`src/rtl/ahb2ocp_ram_pkg.sv`:
```
// Shared constants and lane helpers for the AHB-to-OCP two-port buffer RAM.
// Helpers work on a fixed maximum width; callers size-cast in and out.
package ahb2ocp_ram_pkg;

  localparam int LANE_SIZE_DEF = 8;
  localparam int RD_LAT_1      = 1;
  localparam int RD_LAT_2      = 2;

  localparam int MAX_W  = 256;
  localparam int MAX_IW = $clog2(MAX_W);

  // Bit b comes from new_w when the lane holding b is enabled in be.
  function automatic logic [MAX_W-1:0] lane_merge(
    input logic [MAX_W-1:0] old_w,
    input logic [MAX_W-1:0] new_w,
    input logic [MAX_W-1:0] be,
    input int               lane_size
  );
    logic [MAX_W-1:0] r;
    for (int b = 0; b < MAX_W; b++) begin
      r[MAX_IW'(b)] = be[MAX_IW'(b / lane_size)] ? new_w[MAX_IW'(b)] : old_w[MAX_IW'(b)];
    end
    return r;
  endfunction

  // Even parity per lane: result bit i is the XOR of lane i.
  function automatic logic [MAX_W-1:0] lane_parity(
    input logic [MAX_W-1:0] d,
    input int               lane_size
  );
    logic [MAX_W-1:0] p;
    p = '0;
    for (int b = 0; b < MAX_W; b++) begin
      p[MAX_IW'(b / lane_size)] = p[MAX_IW'(b / lane_size)] ^ d[MAX_IW'(b)];
    end
    return p;
  endfunction

endpackage

```
`src/rtl/ahb2ocp_ram_rd_pipe.sv`:
```
// Read-response pipeline, one or two register stages deep.
// Error flags are gated by valid so they only ever pulse alongside it.
module ahb2ocp_ram_rd_pipe
  import ahb2ocp_ram_pkg::*;
#(
  parameter int DATA_SIZE  = 32,
  parameter int RD_LATENCY = RD_LAT_1
) (
  input  logic                 clk,
  input  logic                 rst_n,
  input  logic                 vld_i,
  input  logic [DATA_SIZE-1:0] data_i,
  input  logic                 rd_err_i,
  input  logic                 par_err_i,
  output logic                 vld_o,
  output logic [DATA_SIZE-1:0] data_o,
  output logic                 rd_err_o,
  output logic                 par_err_o
);

  logic                 s1_vld_q;
  logic                 s1_rd_err_q;
  logic                 s1_par_err_q;
  logic [DATA_SIZE-1:0] s1_data_q;

  always_ff @(posedge clk or negedge rst_n) begin
    if (!rst_n) begin
      s1_vld_q     <= 1'b0;
      s1_rd_err_q  <= 1'b0;
      s1_par_err_q <= 1'b0;
      s1_data_q    <= '0;
    end else begin
      s1_vld_q     <= vld_i;
      s1_rd_err_q  <= vld_i & rd_err_i;
      s1_par_err_q <= vld_i & par_err_i;
      if (vld_i) s1_data_q <= data_i;
    end
  end

  if (RD_LATENCY == RD_LAT_2) begin : g_lat2
    logic                 s2_vld_q;
    logic                 s2_rd_err_q;
    logic                 s2_par_err_q;
    logic [DATA_SIZE-1:0] s2_data_q;

    always_ff @(posedge clk or negedge rst_n) begin
      if (!rst_n) begin
        s2_vld_q     <= 1'b0;
        s2_rd_err_q  <= 1'b0;
        s2_par_err_q <= 1'b0;
        s2_data_q    <= '0;
      end else begin
        s2_vld_q     <= s1_vld_q;
        s2_rd_err_q  <= s1_rd_err_q;
        s2_par_err_q <= s1_par_err_q;
        if (s1_vld_q) s2_data_q <= s1_data_q;
      end
    end

    assign vld_o     = s2_vld_q;
    assign data_o    = s2_data_q;
    assign rd_err_o  = s2_rd_err_q;
    assign par_err_o = s2_par_err_q;
  end else begin : g_lat1
    assign vld_o     = s1_vld_q;
    assign data_o    = s1_data_q;
    assign rd_err_o  = s1_rd_err_q;
    assign par_err_o = s1_par_err_q;
  end

endmodule

```
`src/rtl/ahb2ocp_ram_2p.sv`:
```
// Two-port (1W/1R) byte-lane buffer RAM with range checks and optional bypass.
// Define AHB2OCP_RAM_PARITY_EN to add per-lane even parity with error injection.
module ahb2ocp_ram_2p
  import ahb2ocp_ram_pkg::*;
#(
  parameter int WORDS      = 16,
  parameter int DATA_SIZE  = 32,
  parameter int LANE_SIZE  = LANE_SIZE_DEF,
  parameter int ADDR_SIZE  = 4,
  parameter int RD_LATENCY = RD_LAT_1,
  parameter int BYPASS     = 1
) (
  input  logic                           clk,
  input  logic                           rst_n,
  input  logic                           cs,
  input  logic                           wr_e,
  input  logic [ADDR_SIZE-1:0]           wr_addr,
  input  logic [DATA_SIZE-1:0]           wdata,
  input  logic [DATA_SIZE/LANE_SIZE-1:0] be,
  input  logic                           rd_e,
  input  logic [ADDR_SIZE-1:0]           rd_addr,
  output logic [DATA_SIZE-1:0]           rdata,
  output logic                           rvalid,
  output logic                           rd_err,
  output logic                           wr_err,
  input  logic                           err_clr,
  input  logic                           par_inj,
  output logic                           par_err
);

  localparam int                 LANES     = DATA_SIZE / LANE_SIZE;
  localparam logic [ADDR_SIZE:0] WORDS_LIM = (ADDR_SIZE+1)'(WORDS);

  logic                 wr_acc, wr_in_range, wr_ok, wr_bad;
  logic                 rd_acc, rd_in_range, rd_ok, rd_hit;
  logic [DATA_SIZE-1:0] mem_q [WORDS];
  logic [DATA_SIZE-1:0] rd_old, rd_merged, rd_data_d;
  logic                 par_err_d;
  logic                 wr_err_q, wr_err_d;

  assign wr_acc      = cs & wr_e;
  assign wr_in_range = {1'b0, wr_addr} < WORDS_LIM;
  assign wr_ok       = wr_acc & wr_in_range;
  assign wr_bad      = wr_acc & ~wr_in_range;

  assign rd_acc      = cs & rd_e;
  assign rd_in_range = {1'b0, rd_addr} < WORDS_LIM;
  assign rd_ok       = rd_acc & rd_in_range;
  assign rd_hit      = wr_ok & rd_ok & (wr_addr == rd_addr) & (BYPASS != 0);

  always_ff @(posedge clk) begin
    if (wr_ok) begin
      for (int i = 0; i < LANES; i++) begin
        if (be[i]) mem_q[wr_addr][i*LANE_SIZE +: LANE_SIZE] <= wdata[i*LANE_SIZE +: LANE_SIZE];
      end
    end
  end

  // Out-of-range reads never touch the array and return zeros.
  always_comb begin
    rd_old = '0;
    if (rd_ok) rd_old = mem_q[rd_addr];
    rd_merged = DATA_SIZE'(lane_merge(MAX_W'(rd_old), MAX_W'(wdata), MAX_W'(be), LANE_SIZE));
    rd_data_d = rd_hit ? rd_merged : rd_old;
  end

`ifdef AHB2OCP_RAM_PARITY_EN
  logic [LANES-1:0] par_mem_q [WORDS];
  logic [LANES-1:0] fresh_par, wr_par, stored_par, calc_par;

  // Bypassed lanes compare against fresh parity, so injection only shows on a later read.
  always_comb begin
    fresh_par  = LANES'(lane_parity(MAX_W'(wdata), LANE_SIZE));
    wr_par     = fresh_par ^ {LANES{par_inj}};
    stored_par = '0;
    if (rd_ok) stored_par = par_mem_q[rd_addr];
    if (rd_hit) stored_par = (stored_par & ~be) | (fresh_par & be);
    calc_par   = LANES'(lane_parity(MAX_W'(rd_data_d), LANE_SIZE));
    par_err_d  = rd_ok & (|(calc_par ^ stored_par));
  end

  always_ff @(posedge clk) begin
    if (wr_ok) begin
      for (int i = 0; i < LANES; i++) begin
        if (be[i]) par_mem_q[wr_addr][i] <= wr_par[i];
      end
    end
  end
`else
  logic unused_par_inj;
  assign unused_par_inj = par_inj;
  assign par_err_d      = 1'b0;
`endif

  // A new out-of-range write outranks a simultaneous clear.
  assign wr_err_d = wr_bad | (wr_err_q & ~err_clr);

  always_ff @(posedge clk or negedge rst_n) begin
    if (!rst_n) wr_err_q <= 1'b0;
    else        wr_err_q <= wr_err_d;
  end

  assign wr_err = wr_err_q;

  ahb2ocp_ram_rd_pipe #(
    .DATA_SIZE  (DATA_SIZE),
    .RD_LATENCY (RD_LATENCY)
  ) u_rd_pipe (
    .clk       (clk),
    .rst_n     (rst_n),
    .vld_i     (rd_acc),
    .data_i    (rd_data_d),
    .rd_err_i  (rd_acc & ~rd_in_range),
    .par_err_i (par_err_d),
    .vld_o     (rvalid),
    .data_o    (rdata),
    .rd_err_o  (rd_err),
    .par_err_o (par_err)
  );

endmodule

```
`config.mk`:
```
export PLATFORM = sky130hd
export DESIGN_NAME = ahb2ocp_ram_2p
export DESIGN_NICKNAME = d
export VERILOG_FILES = /design/src/rtl/ahb2ocp_ram_pkg.sv /design/src/rtl/ahb2ocp_ram_rd_pipe.sv /design/src/rtl/ahb2ocp_ram_2p.sv
export SDC_FILE = /design/constraint.sdc
export NUM_CORES = 1
export LEC_CHECK = 0
export BUFFER_PORTS_ARGS = -buffer_cell sky130_fd_sc_hd__buf_2
export CORE_ASPECT_RATIO = 1.25
export CORE_MARGIN = 2
export CORE_UTILIZATION = 48
export CTS_CLUSTER_SIZE = 40
export DETAILED_ROUTE_END_ITERATION = 12
export MAX_ROUTING_LAYER = met4
export PLACE_DENSITY_LB_ADDON = 0.08
export SLEW_MARGIN = 20
export SYNTH_ARGS = -nofsm -noshare
export SYNTH_HDL_FRONTEND = slang
export SYNTH_HIERARCHICAL = 1
export SYNTH_SLANG_ARGS = --single-unit
```
`constraint.sdc`:
```
create_clock -name clk -period 3.5 [get_ports clk]
set_input_delay 0.35 -clock clk [delete_from_list [all_inputs] [get_ports clk]]
set_output_delay 0.35 -clock clk [all_outputs]
set_load 0.1 [all_outputs]
```
==> results of run 1 <==
==> logic make-up after synthesis <==
logic type / after synthesis
flip-flops: 548
multiplexers: 192
AND/OR/NAND/NOR: 105
AO/OA/AOI/OAI: 96
buffers and inverters: 60
XOR/XNOR: 4
other: 1
==> final cells by class <==
class	instances	area, um^2	area share [%]
clock buffers	72	1428	5.808
inverters	1	3.754	0.01527
diodes	4	10.01	0.04072
clock inverters	19	188.9	0.7686
repair buffers	159	1101	4.479
well taps	572	715.7	2.912
flip-flops and latches	548	16280	66.21
multi-input cells	399	4858	19.76
==> power breakdown <==
part / switching [W] / internal [W]
clock: 0.00227 / 0.00312
combinational: 0.000637 / 0.000308
sequential: 0.0000253 / 0.00724
==> flip-flops by register name (all words and copies together), names as in the netlist <==
signal and flops:
u_rd_pipe/vld_o 1, wr_err 1, u_rd_pipe/rd_err_o 1, u_rd_pipe/par_err_o 1, mem_q 512, u_rd_pipe/data_o 32
==> routing by layer <==
layer	share of wire (%)	track usage, %	wire (um)
met4	2.0	5.280	955
met3	4.5	3.255	2150
met5	0	-	0
met1	43	29.74	20540
met2	51	35.05	24150
==> worst reg2reg max path: stages (launching register included) <==
cell	delay (ps)
sky130_fd_sc_hd__edfxtp_1	370
sky130_fd_sc_hd__mux4_2	460
sky130_fd_sc_hd__a22oi_1	330
sky130_fd_sc_hd__a21oi_1	120
sky130_fd_sc_hd__mux2_2	270
sky130_fd_sc_hd__mux2_4	250
==> path summary, 6_finish.rpt <==
path                                                          to              startpoint  slack [ps]
worst max-delay path             u_rd_pipe/data_o[1]$_DFFE_PN0P_              rd_addr[2]        1190
min in group asynchronous       u_rd_pipe/data_o[11]$_DFFE_PN0P_                   rst_n         290
worst min-delay path                      mem_q[7][24]$_DFFE_PP_               wdata[24]         170
worst max register to register  u_rd_pipe/data_o[16]$_DFFE_PN0P_  mem_q[8][16]$_DFFE_PP_        1580
max in group asynchronous       u_rd_pipe/data_o[22]$_DFFE_PN0P_                   rst_n        2460
worst min register to register                  wr_err$_DFF_PN0_        wr_err$_DFF_PN0_         500
==> metrics by stage <==
| stage | hold WS (ps) | std cells | setup WS (ps) | util (%) |
|---|---|---|---|---|
| after floorplan | 54.41 | 1007 | 1264 | - |
| after global placement | 375.3 | 1677 | 545.5 | 51.99 |
| after detailed placement | 378.0 | 1677 | 521.7 | 51.99 |
| after CTS | 136.2 | 1770 | 1114 | 55.69 |
| after global routing | 155.9 | 1774 | 1074 | 55.72 |
| final | 168.7 | 1774 | 1186 | 55.72 |
==> synthesized netlist by cell type <==
cell	n
sky130_fd_sc_hd__a21oi_1	32
sky130_fd_sc_hd__a22oi_1	64
sky130_fd_sc_hd__and2_1	3
sky130_fd_sc_hd__buf_1	7
sky130_fd_sc_hd__buf_12	2
sky130_fd_sc_hd__buf_2	5
sky130_fd_sc_hd__buf_4	4
sky130_fd_sc_hd__buf_6	10
sky130_fd_sc_hd__buf_8	1
sky130_fd_sc_hd__clkbuf_1	30
sky130_fd_sc_hd__conb_1	1
sky130_fd_sc_hd__dfrtp_1	36
sky130_fd_sc_hd__edfxtp_1	512
sky130_fd_sc_hd__inv_1	1
sky130_fd_sc_hd__mux2_2	36
sky130_fd_sc_hd__mux2_4	28
sky130_fd_sc_hd__mux4_2	128
sky130_fd_sc_hd__nand2_1	10
sky130_fd_sc_hd__nand3_1	15
sky130_fd_sc_hd__nand4_1	1
sky130_fd_sc_hd__nor2_1	68
sky130_fd_sc_hd__nor2b_1	7
sky130_fd_sc_hd__nor3_1	1
sky130_fd_sc_hd__xor2_1	4
==> flow_metrics.tcl, run 1 <==
set metrics [dict create \
    finalWirelength_um 47800 \
    cts_htree_levels 2 \
    clockRootBuffer "sky130_fd_sc_hd__clkbuf_16" \
    rows 86 \
    cp_max_fo 37 \
    tightestPinTransition_ps 1051 \
    clock_tree_skew_after_final_layout_ps 6.802 \
    syn_area_per_cell_um2 21.34 \
    insertion_delay_ps 570 \
    slew_headroom_pct 29.96 \
    layout.cells.most_common "sky130_fd_sc_hd__edfxtp_1" \
    crit_path_cell_trace "buf_6 -> xor2_1 -> nor3_1 -> nand3_1 -> mux2_2 -> mux2_4" \
    design.die.area_um2 46450 \
    drtAntennaViolNets 0 \
    synth.yosys.seq_area_share_pct 75.80 \
    die_h_um 240.5 \
    fp.coreArea_um2 44120 \
    status "completed" \
    netlist_top_cells_area "sky130_fd_sc_hd__edfxtp_1, sky130_fd_sc_hd__mux4_2, sky130_fd_sc_hd__dfrtp_1" \
    synth_xor_xnor_area_share_pct 0.1632 \
    report.power.total_w 0.01360 \
    yosysWarningCount 6 \
    max_stage_delay_ps 670 \
    min_period_over_period_pct 66.11 \
    finalSetupViolCount 0 \
    cp.buffers_inverters 1 \
    grt_setup_unrepaired "false" \
    synth_compound_gate_area_share_pct 2.984 \
    antenna_violations_before_repair 4 \
    synthDistinctLibCells 24 \
    cts-root-to-sink-buffers 3 \
    tritoncts_buffers 53 \
    final_design_area_no_fill_um2 24580 \
    num_vias 10280 \
    yosys.area_share.adder_pct 0 \
    grt_overall_usage_pct 21.82 \
    synth_top_area_share_pct 71.61 \
    fin_tns_setup_ps 0 \
    synthCells 1006 \
    hold_path_class "input port to flop" \
    final_net_count 1213 \
    ir_worst_vdd_mv 0.4135 \
    power_leakage_nw 8.211 \
    synthToLayoutAreaGrowth_pct 14.49 \
    syn-cell-area_um2 21470 \
    cts_tree "built" \
    synth_top_family_by_area "multiplexers" \
    timing.reg2reg.worst_path_depth 5 \
    synth_area_leader_cell "sky130_fd_sc_hd__edfxtp_1" \
    critical-path-top-delay-family "simple AND/OR/NAND/NOR gates" \
    viasPerCell 5.793 \
    cell_at_the_slowest_stage_of_the_critical_path "sky130_fd_sc_hd__nand3_1" \
    post-cts-setup-buffer-count 0 \
    final.min_clock_period_ps 2314 \
    synthSimpleGateAreaFrac_pct 2.057 \
    critPathKind "input port to flop" \
    power_per_cell_area_nw_per_um2 553.2 \
    crit_cells 6 \
    wire_per_inst_um 26.94 \
    clock_transition_at_path_regs_ps 60 \
    detailedRoute.firstIterationViolations 764 \
    grt_start_max_net_pins 38 \
    drc 0 \
    die_w_um 193.2 \
    cts_resized 0 \
    critical_path_required_ps 3950 \
    drive_above_1_share_pct 35.23 \
    timing.critical_path.to_type "flop" \
    dr.pass1.iters 6 \
    hpwl_um 29150 \
    postPlaceCellArea_um2 22930 \
    io-pin-count 87 \
    synth_mux_area_share_pct 17.27 \
    synth.ff_latch_count 548 \
    timing.final.hold_violations 0 \
    fillers 3358 \
    layout.cells.most_common_list "sky130_fd_sc_hd__edfxtp_1, sky130_fd_sc_hd__mux4_2, sky130_fd_sc_hd__buf_2, sky130_fd_sc_hd__nor2_1" \
    numPortBuffers 85 \
    timing.final.max_slew_violations 0 \
    vias_in_the_first_global_route 10570 \
    max_clock_freq_mhz 432.2 \
    critical_path_arrival_ps 2760 \
    wire_length_of_the_first_global_routing_pass_um 70060 \
    crit_path_start_kind "input port" \
    cts_hold_buf 2 \
    gp_routability_congestion 0.7696 \
    max_cap_violations 0 \
    cts_num_sinks 548 \
    grt.overflow.total 0 \
    holdPathStages 1 \
    initial_core_util_pct 48.67 \
]
Power figures use the tool's default switching activity.
==> inputs of run 2 (changes only) <==
clock period = 2.3 ns   (was 3.5 ns; I/O delays follow)
==> run 2 against run 1 <==
  * Final area increased by 1.7%
  * Worst hold slack got worse by 140 ps
  * Power is 53% higher
  * Register-to-register slack worse by 1300 ps
  * Clock skew rose by 16 ps
  * Critical path type is now flop to flop
==> flow_metrics.tcl, run 2 (synthesis results as in run 1) <==
set metrics [dict create \
    tritoncts_buffers 53 \
    tightestPinTransition_ps 1026 \
    clockRootBuffer "sky130_fd_sc_hd__clkbuf_16" \
    clock_tree_skew_after_final_layout_ps 23.20 \
    timing.reg2reg.worst_path_depth 5 \
    initial_core_util_pct 48.67 \
    fillers 3428 \
    cts_htree_levels 2 \
    num_vias 10360 \
    die_w_um 193.2 \
    wire_length_of_the_first_global_routing_pass_um 69670 \
    max_clock_freq_mhz 506.0 \
    layout.cells.most_common_list "sky130_fd_sc_hd__edfxtp_1, sky130_fd_sc_hd__mux4_2, sky130_fd_sc_hd__buf_4, sky130_fd_sc_hd__buf_2, sky130_fd_sc_hd__nor2_1" \
    viasPerCell 5.697 \
    drive_above_1_share_pct 37.01 \
    worstHoldEndpoint "mem_q[8][0]$_DFFE_PP_" \
    p_seq_share_pct 53.1 \
    worst_r2r_startpoint "mem_q[15][1]$_DFFE_PP_" \
    slew_headroom_pct 31.44 \
    grt_setup_unrepaired "false" \
    numPortBuffers 85 \
    cp_max_fo 1 \
    drc 0 \
    vias_in_the_first_global_route 10930 \
    crit_path_start_kind "flop" \
    antenna_violations_before_repair 3 \
    grt_overall_usage_pct 21.75 \
    hold_path_class "input port to flop" \
    holdPathStages 1 \
    critical_path_arrival_ps 2440 \
    synthToLayoutAreaGrowth_pct 16.40 \
    fin_tns_setup_ps 0 \
    power_per_cell_area_nw_per_um2 833.2 \
    p_clk_share_pct 39.7 \
    critical_path_required_ps 2760 \
    cts_resized 0 \
    finalWirelength_um 47600 \
    timing.final.max_slew_violations 0 \
    status "completed" \
    clock_transition_at_path_regs_ps 60 \
    layout.cells.most_common "sky130_fd_sc_hd__edfxtp_1" \
    hpwl_um 29480 \
    grt_start_max_net_pins 36 \
    cts_hold_buf 2 \
    timing.critical_path.to_type "flop" \
    grt.overflow.total 0 \
    gp_routability_congestion 0.7587 \
    holdCritStartpoint "wdata[0]" \
    fp.coreArea_um2 44120 \
    dr.pass1.iters 5 \
    insertion_delay_ps 590 \
    final.min_clock_period_ps 1976 \
    final_design_area_no_fill_um2 24990 \
    finalSetupViolCount 0 \
    timing.final.hold_violations 0 \
    max_cap_violations 0 \
    switchingPower_w 0.004598 \
    io-pin-count 87 \
    detailedRoute.firstIterationViolations 665 \
    drtAntennaViolNets 0 \
    power_leakage_nw 8.448 \
    top_register "mem_q" \
    wire_per_inst_um 26.18 \
    critPathKind "flop to flop" \
    switching_share_pct 22.08 \
    cts_tree "built" \
    ff2ff_setup_slack_ps 320 \
    rows 86 \
    min_period_over_period_pct 85.93 \
    die_h_um 240.5 \
    design.die.area_um2 46450 \
    cts_num_sinks 548 \
    ir_worst_vdd_mv 0.5917 \
    final_net_count 1250 \
    postPlaceCellArea_um2 23320 \
    post-cts-setup-buffer-count 0 \
    cts-root-to-sink-buffers 3 \
    largest_reg_flops 512 \
    report.power.total_w 0.02082 \
    combinationalPowerShare_pct 7.2 \
    p_int_w 0.01623 \
    end_of_the_worst_register_to_register_path "u_rd_pipe/data_o[1]$_DFFE_PN0P_" \
]
## run 2: cell types whose count changed in the layout (fill, tap and decap cells not counted), sizes merged
cell    previous run  this run
buf              156       193
inv                1         3
bufinv             4         3
clkinv            14        20
clkbuf            73        74
diode              4         3
## run 2: area by class of cell
| cell class | instances | area [um^2] | area share (%) |
|---|---|---|---|
| inverter | 1 | 3.754 | 0.01502 |
| tap | 572 | 715.7 | 2.864 |
| antenna | 3 | 7.507 | 0.03004 |
| clock inverter | 26 | 197.7 | 0.7910 |
| clock buffer | 73 | 1441 | 5.767 |
| sequential | 548 | 16280 | 65.12 |
| timing repair buffer | 196 | 1491 | 5.968 |
| multi-input combinational | 399 | 4858 | 19.44 |
## run 2: critical path, cell delays in order (launching register included)
cell and delay, ps:
sky130_fd_sc_hd__edfxtp_1 380, sky130_fd_sc_hd__mux4_2 480, sky130_fd_sc_hd__a22oi_1 320, sky130_fd_sc_hd__a21oi_1 140, sky130_fd_sc_hd__mux2_2 280, sky130_fd_sc_hd__mux2_4 250
## run 2: power by group through the flow
stage	Clock [W]	Combinational (W)	Sequential (W)
floorplan	0	0.000630	0.0116
global placement	0	0.00151	0.0113
detailed placement	0	0.00153	0.0113
CTS	0.00844	0.00153	0.0111
global route	0.00877	0.00160	0.0111
finish	0.00827	0.00151	0.0110
## run 2: metal layers
metal	vias to the layer above	global-route usage (%)	wire, um
li1	4549	-	-
met1	5476	27.37	19300
met2	257	36.81	24830
met3	76	3.226	2301
met4	0	6.382	1167
met5	-	-	0
## run 2: worst max-delay path by stage
| stage | start | to | slack [ps] | cells after the start |
|---|---|---|---|---|
| after global routing | mem_q[15][1]$_DFFE_PP_ | u_rd_pipe/data_o[1]$_DFFE_PN0P_ | 270 | 5 |
| after global placement | rd_addr[0] | u_rd_pipe/data_o[9]$_DFFE_PN0P_ | -90 | 8 |
| after detailed placement | rd_addr[0] | u_rd_pipe/data_o[1]$_DFFE_PN0P_ | -110 | 8 |
| after floorplan | rd_addr[0] | u_rd_pipe/data_o[21]$_DFFE_PN0P_ | 180 | 8 |
| after CTS | mem_q[15][10]$_DFFE_PP_ | u_rd_pipe/data_o[10]$_DFFE_PN0P_ | 300 | 5 |
| final | mem_q[15][1]$_DFFE_PP_ | u_rd_pipe/data_o[1]$_DFFE_PN0P_ | 320 | 5 |
## run 2: metrics by stage
step | hold slack (ps) | std cells | utilization, % | worst slack, ps
after floorplan | -65.59 | 1007 | - | 183.8
after detailed placement | 178.2 | 1714 | 52.87 | -108.8
final | 31.94 | 1818 | 56.65 | 323.6
after CTS | 6.692 | 1815 | 56.63 | 299.5
after global placement | 179.3 | 1714 | 52.87 | -85.38
after global routing | 30.01 | 1818 | 56.65 | 274.6
==> inputs of run 3 (changes only) <==
BUFFER_PORTS_ARGS = -buffer_cell sky130_fd_sc_hd__buf_4   (was -buffer_cell sky130_fd_sc_hd__buf_2)
clock period = 1.9 ns   (was 2.3 ns; I/O delays follow)
==> run 3 against run 2 <==
  * Worst hold slack better by 170 ps
  * Utilization is 2.2 points higher
  * Combinational power is 34% higher
  * Critical endpoint is now u_rd_pipe/data_o[27]$_DFFE_PN0P_
  * Largest cell class unchanged
  * Largest power group unchanged
==> flow_metrics.tcl, run 3 (synthesis results as in run 1) <==
set metrics [dict create \
    num_vias 10700 \
    report.power.total_w 0.02567 \
    final.min_clock_period_ps 1875 \
    post-route-util_pct 58.87 \
    critPathKind "flop to flop" \
    finish.cell_count_without_fillers 1866 \
    die_w_um 193.2 \
    placement.setup.worst_slack_ps -429.0 \
    grt.overflow.total 0 \
    cts-root-to-sink-buffers 3 \
    hold_path_class "input port to asynchronous set/reset pin" \
    viasPerCell 5.735 \
    tightestPinTransition_ps 1041 \
    slew_headroom_pct 30.43 \
    insertion_delay_ps 570 \
    die_h_um 240.5 \
    power_leakage_nw 8.841 \
    status "completed" \
    detailedRoute.firstIterationViolations 673 \
    synthToLayoutAreaGrowth_pct 20.96 \
    grt_setup_unrepaired "true" \
    grt_start_max_net_pins 37 \
    vias_in_the_first_global_route 11100 \
    clock_tree_skew_after_final_layout_ps 9.686 \
    dr.pass1.iters 5 \
    numPortBuffers 85 \
    max_cap_violations 0 \
    io-pin-count 87 \
    design.die.area_um2 46450 \
    gp_routability_congestion 0.7647 \
    wire_per_inst_um 26.31 \
    initial_core_util_pct 48.67 \
    wire_length_of_the_first_global_routing_pass_um 71730 \
    antenna_violations_before_repair 2 \
    end_of_the_worst_register_to_register_path "u_rd_pipe/data_o[27]$_DFFE_PN0P_" \
    layout.cells.most_common_list "sky130_fd_sc_hd__edfxtp_1, sky130_fd_sc_hd__buf_4, sky130_fd_sc_hd__mux4_2, sky130_fd_sc_hd__nor2_1, sky130_fd_sc_hd__a22oi_1" \
    ir_worst_vdd_mv 0.6389 \
    timing.hold.ws_ps 197.3 \
    top_register "mem_q" \
    finalSetupViolCount 0 \
    tritoncts_buffers 53 \
    cp_max_fo 1 \
    area_taken_by_multi_input_logic_gates_um2 4921 \
    timing.final.max_slew_violations 0 \
    timing.critical_path.to_type "flop" \
    critical_path_arrival_ps 2330 \
    min_period_over_period_pct 98.70 \
    critical_path_required_ps 2350 \
    timing.final.hold_violations 0 \
    cts_num_sinks 548 \
    cts_tree "built" \
    rows 86 \
    finalWirelength_um 49100 \
    hpwl_um 30270 \
    ff2ff_setup_slack_ps 20 \
    timing.reg2reg.worst_path_depth 5 \
    fp.coreArea_um2 44120 \
    worst_setup_margin_ps 24.65 \
    layout.cells.most_common "sky130_fd_sc_hd__edfxtp_1" \
    crit_path_start_kind "flop" \
    clock_transition_at_path_regs_ps 70 \
    clockRootBuffer "sky130_fd_sc_hd__clkbuf_16" \
    dpl.cell_count 1736 \
    grt_overall_usage_pct 22.48 \
    register_area_um2 16280 \
    final_net_count 1303 \
    fillers 3260 \
    cts_htree_levels 2 \
    power_per_cell_area_nw_per_um2 988.4 \
    largest_reg_flops 512 \
    drive_above_1_share_pct 38.62 \
    worst_r2r_startpoint "mem_q[13][27]$_DFFE_PP_" \
    max_clock_freq_mhz 533.2 \
    drtAntennaViolNets 0 \
    drc 0 \
]
-- run 3: cell types whose count changed in the layout (fill, tap and decap cells not counted), moves of 2 or more --
cell                            before  now
sky130_fd_sc_hd__inv_6               2    0
sky130_fd_sc_hd__dlygate4sd3_1       2   34
sky130_fd_sc_hd__buf_4              92  182
sky130_fd_sc_hd__clkinv_1           14    3
sky130_fd_sc_hd__clkbuf_8            5   10
sky130_fd_sc_hd__mux2_4             28   31
sky130_fd_sc_hd__a22oi_2             0   10
sky130_fd_sc_hd__buf_2              83    0
sky130_fd_sc_hd__clkinv_2            6   10
sky130_fd_sc_hd__mux2_2             36   33
sky130_fd_sc_hd__buf_12             17   31
sky130_fd_sc_hd__a22oi_1            64   54
-- run 3: metal layers --
metal	global-route usage [%]	share of wire, %
met2	36.23	50
met4	5.142	1.8
met5	-	0
met3	3.065	5.0
met1	30.88	43
-- run 3: what timing repair did --
action,4_1_cts,5_1_grt
hold buffers,34,0
buffers inserted,0,0
hold endpoints to repair,549,0
endpoints found under the setup margin,2,11
pin swaps,1,1
gates cloned,0,0
gates resized for setup,2,10
-- run 3: worst max-delay path by stage --
stage | end | depth (start not counted) | startpoint
2_1_floorplan | u_rd_pipe/data_o[11]$_DFFE_PN0P_ | 8 | rd_addr[0]
3_3_place_gp | u_rd_pipe/data_o[23]$_DFFE_PN0P_ | 8 | rd_addr[0]
3_5_place_dp | u_rd_pipe/data_o[3]$_DFFE_PN0P_ | 7 | rd_addr[0]
4_1_cts | u_rd_pipe/data_o[3]$_DFFE_PN0P_ | 5 | mem_q[13][3]$_DFFE_PP_
5_1_grt | u_rd_pipe/data_o[26]$_DFFE_PN0P_ | 6 | mem_q[12][26]$_DFFE_PP_
6_report | u_rd_pipe/data_o[27]$_DFFE_PN0P_ | 5 | mem_q[13][27]$_DFFE_PP_
-- run 3: power breakdown --
part | total, W | switching, W | leakage (nW) | internal (W)
registers | 0.0134 | 0.0000559 | 5.09 | 0.0133
clock network | 0.0103 | 0.00425 | 0.840 | 0.00601
logic | 0.00202 | 0.00123 | 2.91 | 0.000792
total | 0.0257 | 0.00554 | 8.84 | 0.0201
-- run 3: stage by stage --
step,TNS (ps),cell area [um^2]
2_1_floorplan,-1821,21590
3_3_place_gp,-9495,23880
3_5_place_dp,-9611,23880
4_1_cts,0,25920
5_1_grt,-70.64,25970
6_report,0,25970
-- run 3: final cells by class --
| class | instances | share of cell area [%] |
|---|---|---|
| multi-input combinational | 399 | 18.95 |
| inverter | 1 | 0.01445 |
| timing repair buffer | 249 | 9.058 |
| antenna | 2 | 0.01927 |
| tap | 572 | 2.756 |
| sequential | 548 | 62.67 |
| clock inverter | 18 | 0.7323 |
| clock buffer | 77 | 5.801 |
-- run 3: critical path, stage by stage, from the launching register on --
cell                       delay, ps
sky130_fd_sc_hd__edfxtp_1        360
sky130_fd_sc_hd__mux4_2          470
sky130_fd_sc_hd__a22oi_1         290
sky130_fd_sc_hd__a21oi_1         120
sky130_fd_sc_hd__mux2_2          280
sky130_fd_sc_hd__mux2_4          250
